### config.mk
export PLATFORM = sky130hd
export DESIGN_NAME = bb_slave_port
export DESIGN_NICKNAME = d
export VERILOG_FILES = /design/src/rtl/bb_slave_port.sv
export SDC_FILE = /design/constraint.sdc
export NUM_CORES = 1
export LEC_CHECK = 0
export CAP_MARGIN = 0
export CORE_MARGIN = 4
export CORE_UTILIZATION = 56
export CTS_BUF_LIST = sky130_fd_sc_hd__clkbuf_8 sky130_fd_sc_hd__clkbuf_16
export DETAILED_ROUTE_END_ITERATION = 12
export HOLD_SLACK_MARGIN = 0.15
export PLACE_DENSITY = 0.85
export SETUP_SLACK_MARGIN = 0.1
export SLEW_MARGIN = 20
export SYNTH_ARGS = -nofsm -noshare
export SYNTH_HDL_FRONTEND = slang
export SYNTH_SLANG_ARGS = --single-unit
### constraint.sdc
create_clock -name clk -period 5 [get_ports clk]
set_input_delay 1 -clock clk [delete_from_list [all_inputs] [get_ports clk]]
set_output_delay 1 -clock clk [all_outputs]
set_load 0.02 [all_outputs]
### src/rtl/bb_slave_port.sv
// Serial system-bus slave endpoint: decodes a 6-bit device ID plus a 10-bit local address,
// then either collects write data or fetches and serialises read data from local memory.
module bb_slave_port #(
    parameter logic [5:0] DEVICE_ID       = 6'd0,
    parameter int         SPLIT_THRESHOLD = 4,
    parameter int         MEM_AW          = 10
) (
    input  logic              clk,
    input  logic              rst,
    input  logic              mode,
    input  logic              wr_bus,
    output logic              rd_bus,
    output logic              ack,
    input  logic              master_valid,
    output logic              slave_ready,
    input  logic              master_ready,
    output logic              slave_valid,
    output logic              split,
    output logic [MEM_AW-1:0] mem_addr,
    output logic [7:0]        mem_wdata,
    output logic              mem_wr,
    output logic              mem_rd,
    input  logic [7:0]        mem_rdata,
    input  logic              mem_rvalid
);

    localparam int WCW = $clog2(SPLIT_THRESHOLD + 1) + 1;

    typedef enum logic [2:0] {
        IDLE, UNSEL, ADDR_MEM, WR_DATA, MEM_WRITE, MEM_READ, RD_WAIT, RD_DATA
    } state_t;

    state_t            state_q, state_d;
    logic [3:0]        bit_cnt_q, bit_cnt_d;
    logic [4:0]        dev_sr_q, dev_sr_d;
    logic [MEM_AW-1:0] mem_addr_q, mem_addr_d;
    logic [7:0]        mem_wdata_q, mem_wdata_d;
    logic [7:0]        rd_sr_q, rd_sr_d;
    logic [WCW-1:0]    wait_cnt_q, wait_cnt_d;
    logic              split_q, split_d;
    logic              mem_wr_q, mem_rd_q, slave_valid_q;
    logic              dev_match;

    assign dev_match   = ({dev_sr_q, wr_bus} == DEVICE_ID);
    assign slave_ready = !rst && (state_q == IDLE || state_q == ADDR_MEM || state_q == WR_DATA);
    assign rd_bus      = rd_sr_q[7] & slave_valid_q;
    assign slave_valid = slave_valid_q;
    assign split       = split_q;
    assign mem_addr    = mem_addr_q;
    assign mem_wdata   = mem_wdata_q;
    assign mem_wr      = mem_wr_q;
    assign mem_rd      = mem_rd_q;

    always_comb begin
        state_d     = state_q;
        bit_cnt_d   = bit_cnt_q;
        dev_sr_d    = dev_sr_q;
        mem_addr_d  = mem_addr_q;
        mem_wdata_d = mem_wdata_q;
        rd_sr_d     = rd_sr_q;
        wait_cnt_d  = wait_cnt_q;
        split_d     = split_q;
        ack         = 1'b0;
        unique case (state_q)
            IDLE: begin
                if (master_valid) begin
                    dev_sr_d = {dev_sr_q[3:0], wr_bus};
                    if (bit_cnt_q == 4'd5) begin
                        ack       = !rst && dev_match;
                        bit_cnt_d = 4'd0;
                        state_d   = dev_match ? ADDR_MEM : UNSEL;
                    end else begin
                        bit_cnt_d = bit_cnt_q + 4'd1;
                    end
                end else begin
                    bit_cnt_d = 4'd0;
                end
            end
            UNSEL: begin
                if (!master_valid) state_d = IDLE;
            end
            ADDR_MEM: begin
                if (!master_valid) begin
                    bit_cnt_d = 4'd0;
                    state_d   = IDLE;
                end else begin
                    mem_addr_d = {mem_addr_q[MEM_AW-2:0], wr_bus};
                    if (bit_cnt_q == 4'(MEM_AW - 1)) begin
                        bit_cnt_d = 4'd0;
                        state_d   = mode ? WR_DATA : MEM_READ;
                    end else begin
                        bit_cnt_d = bit_cnt_q + 4'd1;
                    end
                end
            end
            WR_DATA: begin
                if (!master_valid) begin
                    bit_cnt_d = 4'd0;
                    state_d   = IDLE;
                end else begin
                    mem_wdata_d = {mem_wdata_q[6:0], wr_bus};
                    if (bit_cnt_q == 4'd7) begin
                        bit_cnt_d = 4'd0;
                        state_d   = MEM_WRITE;
                    end else begin
                        bit_cnt_d = bit_cnt_q + 4'd1;
                    end
                end
            end
            MEM_WRITE: state_d = IDLE;
            MEM_READ: begin
                wait_cnt_d = '0;
                state_d    = RD_WAIT;
            end
            RD_WAIT: begin
                if (mem_rvalid) begin
                    rd_sr_d   = mem_rdata;
                    split_d   = 1'b0;
                    bit_cnt_d = 4'd0;
                    state_d   = RD_DATA;
                end else if (wait_cnt_q == WCW'(SPLIT_THRESHOLD - 1)) begin
                    // Counter parks at the threshold; split stays latched until data returns.
                    split_d = 1'b1;
                end else begin
                    wait_cnt_d = wait_cnt_q + 1'b1;
                end
            end
            RD_DATA: begin
                if (master_ready) begin
                    rd_sr_d = {rd_sr_q[6:0], 1'b0};
                    if (bit_cnt_q == 4'd7) begin
                        bit_cnt_d = 4'd0;
                        state_d   = IDLE;
                    end else begin
                        bit_cnt_d = bit_cnt_q + 4'd1;
                    end
                end
            end
            default: state_d = IDLE;
        endcase
    end

    always_ff @(posedge clk) begin
        if (rst) begin
            state_q       <= IDLE;
            bit_cnt_q     <= '0;
            dev_sr_q      <= '0;
            mem_addr_q    <= '0;
            mem_wdata_q   <= '0;
            rd_sr_q       <= '0;
            wait_cnt_q    <= '0;
            split_q       <= 1'b0;
            mem_wr_q      <= 1'b0;
            mem_rd_q      <= 1'b0;
            slave_valid_q <= 1'b0;
        end else begin
            state_q       <= state_d;
            bit_cnt_q     <= bit_cnt_d;
            dev_sr_q      <= dev_sr_d;
            mem_addr_q    <= mem_addr_d;
            mem_wdata_q   <= mem_wdata_d;
            rd_sr_q       <= rd_sr_d;
            wait_cnt_q    <= wait_cnt_d;
            split_q       <= split_d;
            mem_wr_q      <= (state_d == MEM_WRITE);
            mem_rd_q      <= (state_d == MEM_READ);
            slave_valid_q <= (state_d == RD_DATA);
        end
    end

endmodule

**Word level (Yosys, flattened, before mapping)**

Cells that the tools add are included.

- Add/sub/neg operators: 2
- Multipliers: 0
- Divide/modulo/power cells: 0
- Order comparisons: 0
- Eq/ne operators: 18
- Shift operators: 0
- Mux-type cells: 33
- Bitwise gates (word level): 1
- Reductions and logical operators: 18

Operator list:

| operator | number |
|---|---|
| 2-to-1 mux 4 bit | 10 |
| 2-to-1 mux 3 bit | 11 |
| one-hot mux 3 bit (8 select lines) | 1 |
| == test 3 bit, second input constant | 7 |
| one-hot mux 4 bit (5 select lines) | 1 |
| 2-to-1 mux 8 bit | 2 |
| one-hot mux 8 bit (2 select lines) | 1 |
| AND reduction 3 bit | 3 |
| adder 4 x 1 -> 4 bit, second input constant | 2 |
| == test 4 x 3 -> 1 bit, second input constant | 2 |
| != test 2 bit, second input constant | 4 |
| one-hot mux 4 bit (2 select lines) | 1 |
| AND reduction 2 bit | 4 |
| == test 3 x 2 -> 1 bit, second input constant | 2 |
| logical NOT 6 bit | 1 |
| nonzero test 2 bit | 3 |
| 2-to-1 mux 1 bit | 5 |
| nonzero test 5 bit | 1 |
| == test 4 x 2 -> 1 bit, second input constant | 1 |
| == test 4 bit, second input constant | 1 |
| == test 3 x 1 -> 1 bit, second input constant | 1 |
| logical NOT 3 bit | 1 |
| logical AND 1 bit | 2 |
| logical OR 1 bit | 2 |
| 3 further kinds | 3 |

- Flip-flop bits (word level): 46
- Bits in latches: 0
- Bits in writable memories: 0
- ROM bits: 0
- Input port bits: 15
- Output and inout port bits: 25
- Logic and storage cells: 83
- Memories: 0

**Longest topological paths before layout**

- Word-level depth: 6
- Mapped depth: 7
- Mapped depth without buffers: 7

**Worst setup path before layout**

Ideal clock, no wire load.

- Path kind: input to output
- From: input port wr_bus
- To: output port ack
- Arrival: 2.282 ns
- Required time: 4.000 ns
- Slack: 1.718 ns
- Stages on the path: 4
- Path buffers: 0
- Path through: or4_4 nor3_4 nand2_1 nor3b_1

- Cells in the longest elaborated chain, start to end: 5

RTL lines:

| what | line | text |
|---|---|---|
| from (decl) | 11 | `input logic wr_bus,` |
| logical NOT 6 bit | 44 | `assign dev_match = ({dev_sr_q, wr_bus} == DEVICE_ID);` |
| logical AND 1 bit | 69 | `ack = !rst && dev_match;` |
| 2-to-1 mux 1 bit | 68 | `if (bit_cnt_q == 4'd5) begin` |
| 2-to-1 mux 1 bit | 66 | `if (master_valid) begin` |
| 2-to-1 mux 1 bit | 64 | `unique case (state_q)` |
| to (decl) | 13 | `output logic ack,` |

No other way between the ends.

**Worst setup path after layout**

Same ends and word-level chain as after synthesis.

==> results.md <==
- Status: finished, final reports clean
- Clk slew on worst S/H paths: ~90 ps
- Critical R2R Launch: state_q[0]
- Final Slew Violations: 0
- Global-route wire length before repair: 7914 um
- Tmin final: 4174 ps
- Die width: 70.32 um
- Maximum single-stage delay on the critical path: between 600 and 700 ps
- CTS Buf Count: 5
- Asr flop ratio synth: 0%
- Worst r2r path cells: 5
- WS Path Type: in -> out
- DRC: 0
- Std cell rows: 22
- EDFF count, synth: 0
- FMAX: 239.6 MHz
- FILL cells: 300
- Post-CTS sizing: 0
- I/O pin cnt: 40
- First-pass DRT Iterations: 4
- Sequential fraction of the synthesis area: 42.35%
- Finish-stage setup viols: 0
- Placed Area: 2569 um2
- Max-slew headroom: 50.16%
- Vias per inst: between 5 and 6
- Initial drt markers: 130
- CP bufs+invs: 2
- Remaining Overflow, GRT: 0
- Clock buffer depth: 2
- Min-delay worst type: reg -> reg
- Ant. Diodes: 0
- GRT Util Overall: between 10% and 20%
- Critical Path AT: approximately 3200 ps
- Crit path max-delay cell type: clkdlybuf4s50_1
- Worst Skew: slightly below 7 ps
- Yosys cell types: 49
- Largest net degree at the start of global routing: 31
- Vias: 1925
- Core ar.: around 3700 um2
- CTS H-Tree Depth: 2
- CP dominant cell by count: clkdlybuf4s50_1
- Post CTS Setup Buffer Count: 0
- Hold buffer count at CTS: 0
- I/O Buffers: 39
- # clock sinks: 46
- Count leader, synth: nand2_1
- Final Cycle Share: about 83%
- Post-synth top area share: 42.35%
- Critical Path Start Type: primary input
- Synth area leader: dfxtp_1
- Die area: 4944 um2
- Antenna violations before repair: 0
- Commonest cells post-synth: 49 x nand2_1, 46 x dfxtp_1, 32 x a21oi_1
- Worst setup EP type: output pin
- Initial Util: 58.52%
- Synth warnings: 0
- Final Hold Fails: 0
- CP Data Required Time: 4000 ps
- Worst R2R End: rd_sr_q[2]
- Hold_sp: mem_addr[9]
- CP delay by family, top: buffers and inverters
- Post-Syn Nets: 282
- #FFs+latches synth: 46
- Worst Tran Pin Value: roughly 750 ps
- MaxCap Viol Count: 0
- Avg Cell Area, Syn: 8.237 um2
- Clk_lat worst skew: 300 ps
- Final wirelength: 4689 um
- Final Cell Area: 2656 um2
- Detailed placer's ending HPWL: 3299 um
- Synthesized instance count: 264
- CTS tree: built
- CP max FO: 4
- Register Area: 920.9 um2
- Worst hold path stage count: 2
- Setup TNS: 0 ps
- Synth Flop Type: dfxtp_1
- DRT antenna net count: 0
- VDD IR-drop max: 214.0 uV
- Layout net count: approximately 320
- R2R setup slack: 2920 ps
- Clock root buffer: clkbuf_8
- Area of the multi-input gates: ~1200 um2
- Die Ht: 70.32 um
- Leakage: 1.005 nW
- Worst hold endpoint: mem_addr[9]
- Ranking of synthesized cells by area: dfxtp_1 42%, nand2_1 8.5%, a21oi_1 7.4%, mux2i_1 6.0%, nor2_1 5.2%
- Routed wire length per instance: 13.55 um
- Area Overhead vs Synth: 22.15%
- Fraction of layout cells with a size suffix above 1: 7.047%
- Routability cong.: 0.8758
- P per Cell Area: 237.8 nW/um2
- Crit-path cells: clkdlybuf4s50_1 > or4_4 > nor3_4 > nand2_1 > nor3b_1 > clkdlybuf4s50_1
- RSZ-0062 raised after global routing: no
- Netlist Area Pre-Place: 2175 um2
- Vias in the first global route: 1829
worst max path at each step:
stage	slack [ps]	cells after the start	endpoint	start
3_3_place_gp	870	6	ack	wr_bus
6_report	830	6	ack	wr_bus
3_5_place_dp	840	6	ack	wr_bus
4_1_cts	820	6	ack	wr_bus
5_1_grt	750	6	ack	wr_bus
2_1_floorplan	1720	4	ack	wr_bus
stage by stage:
| stage | hold slack, ps | power (mW) | setup slack (ps) | std cells | utilization, % |
|---|---|---|---|---|---|
| detailed placement | 457.8 | 0.4141 | 842.1 | 338 | 69.12 |
| floorplan | 446.1 | 0.3971 | 1718 | 264 | - |
| global placement | 441.8 | 0.4136 | 868.0 | 338 | 69.12 |
| CTS | 470.4 | 0.6386 | 821.6 | 346 | 71.48 |
| finish | 464.3 | 0.6318 | 826.3 | 346 | 71.48 |
| global route | 490.9 | 0.6535 | 752.0 | 346 | 71.48 |
flip-flops by register name, summed over array words and instances (netlist names):
register	cells
mem_rd	1
mem_wr	1
mem_wdata	8
slave_valid	1
dev_sr_q	5
split	1
bit_cnt_q	4
rd_sr_q	8
state_q	3
mem_addr	10
wait_cnt_q	4
worst reg2reg max path, cell delays in order (launching register included):
cell and delay (ps):
dfxtp_1 810, and4b_1 370, a21oi_2 490, nor2_1 110, a21oi_1 150, nor2_1 50
area by class of cell:
cell class | instances | area share, %
multi-input combinational | 200 | 44.09
sequential | 46 | 34.67
timing repair buffer | 41 | 15.26
clock buffer | 5 | 2.591
tap | 48 | 2.261
clock inverter | 3 | 0.7065
inverter | 3 | 0.4239
metal layers:
layer	GRT usage, %	vias up	part of all wire [%]
met5	0	-	0
li1	-	986	-
met1	24.05	882	45
met4	7.021	0	1.6
met2	32.43	48	48
met3	5.036	9	4.6
cell usage in the layout, fill, tap and decap left out, drive strengths merged, types with 2 or more instances in the layout:
cell,instances
nand2,49
dfxtp,46
clkdlybuf4s50,39
a21oi,33
nor2,31
mux2i,13
nor3,11
nand3,9
clkbuf,5
nand2b,4
inv,4
nor3b,4
o21ai,4
a22oi,3
ha,3
nor2b,2
and2,2
and4b,2
nor4,2
nand3b,2
nand4,2
a21o,2
or3,2
xor2,2
clkinv,2
buf,2
nand4b,2
kinds of logic after synthesis:
kind of cell / count (synthesis) / share of synthesized area [%]
buf+inv: 18 / 3.798
flops: 46 / 42.35
compound gates: 53 / 15.30
mux: 13 / 5.984
fa+ha+maj: 3 / 1.726
simple gates: 129 / 30.03
xor+xnor: 2 / 0.8057
where the power goes:
part,switching (mW),internal (mW)
Combinational,0.0170,0.0190
Clock,0.128,0.0984
Sequential,0.00186,0.368
(Power assumes the default switching activity.)
